### src/rtl/pio_vga_pin_stage_if.sv
// Pin-stage bus between the pixel core and the chip pins.
// master = core side driving pixels/sync/tx, slave = pin stage.
interface pio_vga_pin_stage_if #(
    parameter int IN_BITS  = 4,
    parameter int OUT_BITS = 2,
    parameter int IO_BITS  = 2
);
    logic [3*IN_BITS-1:0]  rgb_in;
    logic                  de;
    logic                  hsync;
    logic                  vsync;
    logic                  new_frame;
    logic [IO_BITS-1:0]    tx_in;
    logic [IO_BITS-1:0]    rx_pins;
    logic [3*OUT_BITS-1:0] pix_out;
    logic                  hsync_out;
    logic                  vsync_out;
    logic [IO_BITS-1:0]    tx_out;
    logic [IO_BITS-1:0]    rx_out;

    modport master (
        output rgb_in, de, hsync, vsync, new_frame, tx_in, rx_pins,
        input  pix_out, hsync_out, vsync_out, tx_out, rx_out
    );

    modport slave (
        input  rgb_in, de, hsync, vsync, new_frame, tx_in, rx_pins,
        output pix_out, hsync_out, vsync_out, tx_out, rx_out
    );
endinterface

### src/rtl/pio_vga_pin_stage.sv
// VGA pin stage: 2x2 Bayer dither, blanking, sync polarity, aligned pipes.
// Optional DITHER_TEMPORAL_EN rotates the Bayer pattern every frame.
module pio_vga_pin_stage #(
    parameter int IN_BITS        = 4,
    parameter int OUT_BITS       = 2,
    parameter int IO_BITS        = 2,
    parameter int OUT_PIPE       = 1,
    parameter int RX_SYNC_STAGES = 2,
    parameter bit SYNC_NEG       = 1'b1
) (
    input logic clk,
    input logic rst_n,
    pio_vga_pin_stage_if.slave bus
);
    localparam int D  = IN_BITS - OUT_BITS;
    localparam int PW = 3*OUT_BITS + 2 + IO_BITS;
    localparam logic [PW-1:0] RST_VEC =
        PW'({SYNC_NEG, SYNC_NEG}) << IO_BITS;

    generate
        if (D < 2) begin : g_bad_depth
            $error("IN_BITS-OUT_BITS must be >= 2");
        end
        if (OUT_PIPE < 1 || OUT_PIPE > 3) begin : g_bad_pipe
            $error("OUT_PIPE must be 1..3");
        end
        if (RX_SYNC_STAGES < 1 || RX_SYNC_STAGES > 3) begin : g_bad_rx
            $error("RX_SYNC_STAGES must be 1..3");
        end
    endgenerate

    logic x_ph;
    logic y_ph;
    logic de_d;
    logic bx;
    logic by;

    logic [1:0]            bidx;
    logic [3*OUT_BITS-1:0] pix_c;
    logic [PW-1:0]         stg_in;
    logic [PW-1:0]         pipe [OUT_PIPE];
    logic [IO_BITS-1:0]    rx_q [RX_SYNC_STAGES];

    function automatic logic [1:0] bayer(input logic y, input logic x);
        logic [1:0] v;
        unique case ({y, x})
            2'b00:   v = 2'd0;
            2'b01:   v = 2'd2;
            2'b10:   v = 2'd3;
            default: v = 2'd1;
        endcase
        return v;
    endfunction

    function automatic logic [OUT_BITS-1:0] dither(
        input logic [IN_BITS-1:0] c,
        input logic [1:0]         b
    );
        logic [OUT_BITS-1:0] hi;
        logic [D-1:0]        lo;
        logic [D-1:0]        thr;
        logic [OUT_BITS:0]   sum;
        hi  = c[IN_BITS-1:D];
        lo  = c[D-1:0];
        thr = D'(b) << (D - 2);
        sum = {1'b0, hi} + {{OUT_BITS{1'b0}}, (lo > thr)};
        if (sum[OUT_BITS]) begin
            return '1;
        end
        return sum[OUT_BITS-1:0];
    endfunction

    // Screen phase: x parity within a de run, y parity across lines.
    always_ff @(posedge clk or negedge rst_n) begin
        if (!rst_n) begin
            x_ph <= 1'b0;
            y_ph <= 1'b0;
            de_d <= 1'b0;
        end else begin
            de_d <= bus.de;
            x_ph <= bus.de ? ~x_ph : 1'b0;
            if (bus.vsync) begin
                y_ph <= 1'b0;
            end else if (de_d && !bus.de) begin
                y_ph <= ~y_ph;
            end
        end
    end

`ifdef DITHER_TEMPORAL_EN
    logic [1:0] frame_ct;

    // Frame counter rotates the Bayer pattern each frame.
    always_ff @(posedge clk or negedge rst_n) begin
        if (!rst_n) begin
            frame_ct <= 2'd0;
        end else if (bus.new_frame) begin
            frame_ct <= frame_ct + 2'd1;
        end
    end

    assign bx = x_ph ^ frame_ct[0];
    assign by = y_ph ^ frame_ct[1];
`else
    logic unused_sink;
    assign unused_sink = bus.new_frame;
    assign bx = x_ph;
    assign by = y_ph;
`endif

    assign bidx = bayer(by, bx);

    // Per-channel dither with blanking outside active video.
    always_comb begin
        pix_c = '0;
        if (bus.de) begin
            pix_c = {
                dither(bus.rgb_in[3*IN_BITS-1 -: IN_BITS], bidx),
                dither(bus.rgb_in[2*IN_BITS-1 -: IN_BITS], bidx),
                dither(bus.rgb_in[IN_BITS-1   -: IN_BITS], bidx)
            };
        end
    end

    assign stg_in = {
        pix_c,
        bus.hsync ^ SYNC_NEG,
        bus.vsync ^ SYNC_NEG,
        bus.tx_in
    };

    // Output pipe: pixel, sync and tx travel together.
    always_ff @(posedge clk or negedge rst_n) begin
        if (!rst_n) begin
            for (int i = 0; i < OUT_PIPE; i++) begin
                pipe[i] <= RST_VEC;
            end
        end else begin
            pipe[0] <= stg_in;
            for (int i = 1; i < OUT_PIPE; i++) begin
                pipe[i] <= pipe[i-1];
            end
        end
    end

    assign {bus.pix_out, bus.hsync_out, bus.vsync_out, bus.tx_out} =
        pipe[OUT_PIPE-1];

    // rx synchroniser chain for the asynchronous PIO-RAM pins.
    always_ff @(posedge clk or negedge rst_n) begin
        if (!rst_n) begin
            for (int i = 0; i < RX_SYNC_STAGES; i++) begin
                rx_q[i] <= '0;
            end
        end else begin
            rx_q[0] <= bus.rx_pins;
            for (int i = 1; i < RX_SYNC_STAGES; i++) begin
                rx_q[i] <= rx_q[i-1];
            end
        end
    end

    assign bus.rx_out = rx_q[RX_SYNC_STAGES-1];

endmodule

### src/flat_wrapper.sv
// flat-port wrapper written by rule: the top's interface ports become plain ports
module pio_vga_pin_stage_flat 
#(
    parameter int IN_BITS        = 4,
    parameter int OUT_BITS       = 2,
    parameter int IO_BITS        = 2,
    parameter int OUT_PIPE       = 1,
    parameter int RX_SYNC_STAGES = 2,
    parameter bit SYNC_NEG       = 1'b1
)
  (clk, rst_n, bus_rgb_in, bus_de, bus_hsync, bus_vsync, bus_new_frame, bus_tx_in, bus_rx_pins, bus_pix_out, bus_hsync_out, bus_vsync_out, bus_tx_out, bus_rx_out);
  pio_vga_pin_stage_if #(.IN_BITS(IN_BITS), .OUT_BITS(OUT_BITS), .IO_BITS(IO_BITS)) bus_i ();
  input logic clk;
  input logic rst_n;
  input wire logic [$bits(bus_i.rgb_in)-1:0] bus_rgb_in;
  input wire logic [$bits(bus_i.de)-1:0] bus_de;
  input wire logic [$bits(bus_i.hsync)-1:0] bus_hsync;
  input wire logic [$bits(bus_i.vsync)-1:0] bus_vsync;
  input wire logic [$bits(bus_i.new_frame)-1:0] bus_new_frame;
  input wire logic [$bits(bus_i.tx_in)-1:0] bus_tx_in;
  input wire logic [$bits(bus_i.rx_pins)-1:0] bus_rx_pins;
  output wire logic [$bits(bus_i.pix_out)-1:0] bus_pix_out;
  output wire logic [$bits(bus_i.hsync_out)-1:0] bus_hsync_out;
  output wire logic [$bits(bus_i.vsync_out)-1:0] bus_vsync_out;
  output wire logic [$bits(bus_i.tx_out)-1:0] bus_tx_out;
  output wire logic [$bits(bus_i.rx_out)-1:0] bus_rx_out;
  assign bus_i.rgb_in = bus_rgb_in;
  assign bus_i.de = bus_de;
  assign bus_i.hsync = bus_hsync;
  assign bus_i.vsync = bus_vsync;
  assign bus_i.new_frame = bus_new_frame;
  assign bus_i.tx_in = bus_tx_in;
  assign bus_i.rx_pins = bus_rx_pins;
  assign bus_pix_out = bus_i.pix_out;
  assign bus_hsync_out = bus_i.hsync_out;
  assign bus_vsync_out = bus_i.vsync_out;
  assign bus_tx_out = bus_i.tx_out;
  assign bus_rx_out = bus_i.rx_out;
  pio_vga_pin_stage #(.IN_BITS(IN_BITS), .OUT_BITS(OUT_BITS), .IO_BITS(IO_BITS), .OUT_PIPE(OUT_PIPE), .RX_SYNC_STAGES(RX_SYNC_STAGES), .SYNC_NEG(SYNC_NEG)) u_core (.clk(clk), .rst_n(rst_n), .bus(bus_i));
endmodule
### config.mk
export PLATFORM = sky130hd
export DESIGN_NAME = pio_vga_pin_stage_flat
export DESIGN_NICKNAME = d
export VERILOG_FILES = /design/src/rtl/pio_vga_pin_stage_if.sv /design/src/rtl/pio_vga_pin_stage.sv /design/src/flat_wrapper.sv
export SDC_FILE = /design/constraint.sdc
export NUM_CORES = 1
export LEC_CHECK = 0
export ABC_AREA = 1
export BUFFER_PORTS_ARGS = -buffer_cell sky130_fd_sc_hd__buf_2
export CORE_MARGIN = 8
export CORE_UTILIZATION = 46
export CTS_BUF_LIST = sky130_fd_sc_hd__clkbuf_4
export DETAILED_ROUTE_END_ITERATION = 7
export PLACE_DENSITY = 0.77
export SLEW_MARGIN = 10
export SYNTH_ARGS = -nofsm -noshare
export SYNTH_HDL_FRONTEND = slang
export SYNTH_SLANG_ARGS = --single-unit
### constraint.sdc
create_clock -name clk -period 1.77 [get_ports clk]
set_input_delay 0.354 -clock clk [delete_from_list [all_inputs] [get_ports clk]]
set_output_delay 0.354 -clock clk [all_outputs]
set_load 0.01 [all_outputs]
# --- Yosys cells after proc, flatten, opt, wreduce, memory -nomap -nowiden ---
# Index checks and enable logic that the tools add are counted.
word_totals:
  register_bits: 17
  input_bits: 22
  output_inout_bits: 12
  word_cells: 39
classes:
  add_sub_neg: 3
  order_cmp: 3
  eq_ne: 2
  muxes: 17
  n_bitwise: 4
  reduce_logical: 4
ops:
  columns: ["operator", "count"]
  rows:
  - ["2-bit 2-to-1 mux", 6]
  - ["2-bit by 1-bit adder with 3-bit output", 3]
  - ["1-bit 2-to-1 mux", 9]
  - ["2-bit greater-than comparator", 3]
  - ["6-bit 2-to-1 mux", 1]
  - ["2-bit one-hot mux with 3 select lines", 1]
  - ["1-bit inverter", 4]
  - ["2-bit by 1-bit == test with 1-bit output, second input constant", 1]
  - ["2-bit == test, second input constant", 1]
  - ["2-bit logical NOT", 1]
  - ["2-bit nonzero test", 1]
  - ["1-bit logical AND", 1]
  - ["1-bit logical NOT", 1]

# --- Depth between registers and ports, before layout ---
depth:
  ltp_word: 8
  ltp_mapped: 8
  mapped_depth_nobuf: 8

# --- Worst setup path after synthesis ---
# No wires, ideal clock.
synth_path:
  path_kind: "reg2reg"
  start: "register u_core.y_ph, in the netlist u_core.by"
  end: "register u_core.pipe[4] (netlist bit)"
  setup_ns: 0.120
  arrival_ns: 1.517
  required_ns: 1.650
  path_slack_ns: 0.133
  stages_incl_launch_ff: 8
  path_buffers: 0
  synth_period_minus_slack_ns: 1.637
  cell_sequence: "dfrtp_1 > xnor2_1 > ha_1 > a21oi_1 > nor2_1 > ha_1 > a21oi_1 > nor2_1"
synth_via:
  elab_chain_cells: 8
  word_cells_on_any_way: 10
  cone_classes: "add/sub (1); order compare (1); eq/ne (2); mux (5); reduce/logical (1)"
synth_rtl:
  columns: ["item", "line", "text"]
  rows:
  - ["start, declared", "pio_vga_pin_stage.sv:33", "logic y_ph;"]
  - ["start signal, assigned", "pio_vga_pin_stage.sv:85", "y_ph <= ~y_ph;"]
  - ["2-bit == test (tied with other cells)", "pio_vga_pin_stage.sv:46", "unique case ({y, x})"]
  - ["2-bit one-hot mux with 3 select lines (*)", "pio_vga_pin_stage.sv:46", null]
  - ["2-bit greater-than comparator (*)", "pio_vga_pin_stage.sv:66", "sum = {1'b0, hi} + {{OUT_BITS{1'b0}}, (lo > thr)};"]
  - ["2-bit by 1-bit adder with 3-bit output (*)", "pio_vga_pin_stage.sv:66", null]
  - ["1-bit 2-to-1 mux", "pio_vga_pin_stage.sv:67", "if (sum[OUT_BITS]) begin"]
  - ["1-bit 2-to-1 mux", "pio_vga_pin_stage.sv:116", "if (bus.de) begin"]
  - ["2-bit 2-to-1 mux (*)", "pio_vga_pin_stage.sv:70", "return sum[OUT_BITS-1:0];"]
  - ["6-bit 2-to-1 mux (*)", "pio_vga_pin_stage.sv:116", null]
  - ["via u_core.pix_c[0]", "pio_vga_pin_stage.sv:39", "logic [3*OUT_BITS-1:0] pix_c;"]
  - ["end signal, assigned by index", "pio_vga_pin_stage.sv:141", "pipe[i] <= pipe[i-1];"]
  - ["end, declared", "pio_vga_pin_stage.sv:41", "logic [PW-1:0] pipe [OUT_PIPE];"]
# Mark *: on every way through the listed nets, which the timed path passes. The rest lies on a longest branch. The select of a mux whose other input is x is not followed.
# A chain may end at the register's enable or synchronous reset.

# --- Final worst setup path ---
# Same ends and word-level chain as after synthesis.

==> flow_summary_export.csv <==
group,metric,value,unit
sta,slew_headroom,0.760,
logic_synthesis,synth-simple-area-share,0.101,
logic_synthesis,synth-compound-area-share,0.0489,
logic_synthesis,synth_commonest_cells,"dfrtp_1, nor2_1, inv_1",
setup_path,reg2reg_depth,7,
sta,setup_viol,0,
cts,cts_buffer_depth,2,
detailed_routing,ant_nets,0,
power,vdd_drop_max,0.440,mV
die,row_count,14,
logic_synthesis,syn_area_per_cell,10.7,sq um
setup_path,crit_start,"u_core.by$_DFFE_PN0P_",
logic_synthesis,synth-edff-count,0,
die,die_area,0.00308,sq mm
logic_synthesis,synth_xor_area_frac,0.0122,
placed_design,dp_hpwl,1190,microns
placed_design,gp_congestion,0.777,
logic_synthesis,yosysTopAreaCell,"dfrtp_1",
logic_synthesis,synth_area_leaders,"dfrtp_1, ha_1, dfstp_2",
placed_design,port_buffers,32,
setup_path,cp.arrival,1870,ps
die,core,0.00149,sq mm
setup_path,end_kind,"flop",
detailed_routing,vias_per_cell,4.58,
hold_path,min_path_cells,2,
power,p_leak,0.000548,uW
detailed_routing,wl_per_cell,12.4,microns
layout,fin_util,0.639,
logic_synthesis,synth.distinct_cells,11,
logic_synthesis,synth_top_family_by_area,"adder cells",
grt,grt_max_degree,18,
die,die_y,55.5,microns
detailed_routing,first_pass_iters,4,
logic_synthesis,yosys_warnings,0,
logic_synthesis,synth_fp_nets,98,
status,status,"finished, final reports clean",
layout,antennaDiodeCount,0,
cts,insertion_delay,270,ps
sta,drv_slew,0,
sta,fmaxAchievable,590,MHz
logic_synthesis,synth_top_flop_cell,"dfrtp_1",
cts,path_clk_slew,90,ps
grt,antenna_found_initial,0,
detailed_routing,routed_wl,1470,microns
cts,cts_buffers,3,
sta,worst_slack,74.6,ps
cts,cts.sinks,17,
die,fp.dieW,55.5,microns
logic_synthesis,synth.area.mux_share,0,
detailed_routing,dr.first_iter.drc_count,9,
power,powerDensity,875,mW/mm^2
logic_synthesis,yosysSeqAreaShare,0.597,
setup_path,path_cells,"xnor2_2 > ha_1 > a21oi_2 > nor2_1 > ha_1 > a21oi_2 > nor2_1",
grt,overflow,0,
sta,hold_slack,174,ps
sta,post-route-period-util,0.958,
logic_synthesis,ys_ff_latch,17,
sta,fin_setup_tns,0,ps
setup_path,start_kind,"flop",
logic_synthesis,synthAdderAreaFrac,0.157,
sta,rsz0062_at_grt,"no",
cts,cts.htree.levels,1,
setup_path,cp_slowest_cell,"dfrtp_1",
flow_run,drv_cap,0,
hold_path,min-delay-start,"bus_hsync",
sta,tightest_slew,359,ps
logic_synthesis,yosysMostFrequentCell,"dfrtp_1",
setup_path,cp_max_fo,3,
cts,cts-root-buf,"clkbuf_4",
logic_synthesis,synthArstFlopShare,1.00,
grt,grt_pass1_wl,2350,microns
hold_path,hp-class,"primary input to flop",
setup_path,critPathKind,"flop to flop",
detailed_routing,drc,0,
sta,min_period,1700,ps
layout,drive_above_1_share,0.437,
logic_synthesis,synth_top_area_frac,0.524,
sta,skew,1.67,ps
layout,syn_to_final_growth,32.8,%
setup_path,r2r_start,"u_core.by$_DFFE_PN0P_",
die,num_io_pins,34,
setup_path,crit_required,1940,ps
cts,cts_tree,"built",
sta,hold_viol_final,0,
detailed_routing,vias,545,
layout,nets,135,
grt,grt_pass1_vias,529,
logic_synthesis,syn_inst,67,
die,start_util,0.482,
placed_design,post-place-ws,-37.8,ps
setup_path,cpPeakStageDelay,420,ps
grt,grt_use_total,0.0945,
logic_synthesis,syn_area,717,sq um
-- flip-flops by register name (all words and copies together) (netlist names) --
| signal | cells |
|---|---|
| u_core.bus.rx_out | 2 |
| u_core.rx_q | 2 |
| u_core.by | 1 |
| u_core.pipe | 10 |
| u_core.de_d | 1 |
| u_core.bx | 1 |
-- per-stage QoR --
stage / area, sq um / cells / total power [uW]
floorplan: 717 / 67 / 539
global placement: 890 / 114 / 603
detailed placement: 890 / 114 / 616
CTS: 937 / 119 / 831
global route: 952 / 119 / 895
finish: 952 / 119 / 833
-- path summary, 6_finish.rpt --
| kind | slack (ps) | endpoint |
|---|---|---|
| setup / recovery | 70 | u_core.pipe[4]$_DFF_PN0_ |
| min in group asynchronous | 510 | u_core.by$_DFFE_PN0P_ |
| max in group asynchronous | 960 | u_core.pipe[3]$_DFF_PN1_ |
| hold reg to reg | 360 | u_core.bus.rx_out[0]$_DFF_PN0_ |
| setup reg to reg | 70 | u_core.pipe[4]$_DFF_PN0_ |
| hold / removal | 170 | u_core.pipe[3]$_DFF_PN1_ |
-- where the power goes --
part / switching, uW / internal, uW / leakage (uW)
sequential: 10.3 / 421 / 0.000204
clock: 105 / 103 / 0.0000184
combinational: 104 / 90.8 / 0.000326
total: 219 / 614 / 0.000548
-- critical path, delay by kind of cell (launching register included) --
family,cells,cell delay (ps)
DFF,1,420
xor gates and xnor gates,1,240
AOI/OAI and AO/OA,2,260
adders and majority gates,2,570
and+or+nand+nor,2,100
-- area by class of cell --
class / count / area [sq um]
clock buffers: 4 / 30.0
fillers: 118 / 537
inverters: 12 / 45.0
multi-input cells: 36 / 251
flip-flops and latches: 17 / 428
well taps: 16 / 20.0
repair buffers: 34 / 178
-- kinds of logic (layout without fill, tap and decap cells) --
family,after synthesis,after routing
AO/OA/AOI/OAI,7,7
XOR/XNOR,1,1
adder cells (fa/ha/maj),9,9
buffers and inverters,14,50
flip-flops,17,17
AND/OR/NAND/NOR,19,19
-- per-layer routing --
metal,GRT usage,wire (microns),vias up
met4,0.0634,0,0
li1,-,-,280
met1,0.0910,555,245
met2,0.168,842,20
met5,0,0,-
met3,0.0274,74,0
-- what timing repair did --
action	CTS	global route
hold buffers	1	0
endpoints found under the setup margin	3	3
endpoints found under the hold margin	15	0
pin swaps	0	5
buffers inserted	0	0
gates cloned	0	0
gates resized for setup	1	4
-- cells in the final DEF, fill, tap and decap left out, drive strengths merged --
master,count
buf,33
dfrtp,15
nor2,14
inv,12
ha,9
a21oi,7
nand2,4
clkbuf,4
dfstp,2
xnor2,1
nand3,1
dlygate4sd3,1
Note: power is estimated with default switching activity, not from simulation.
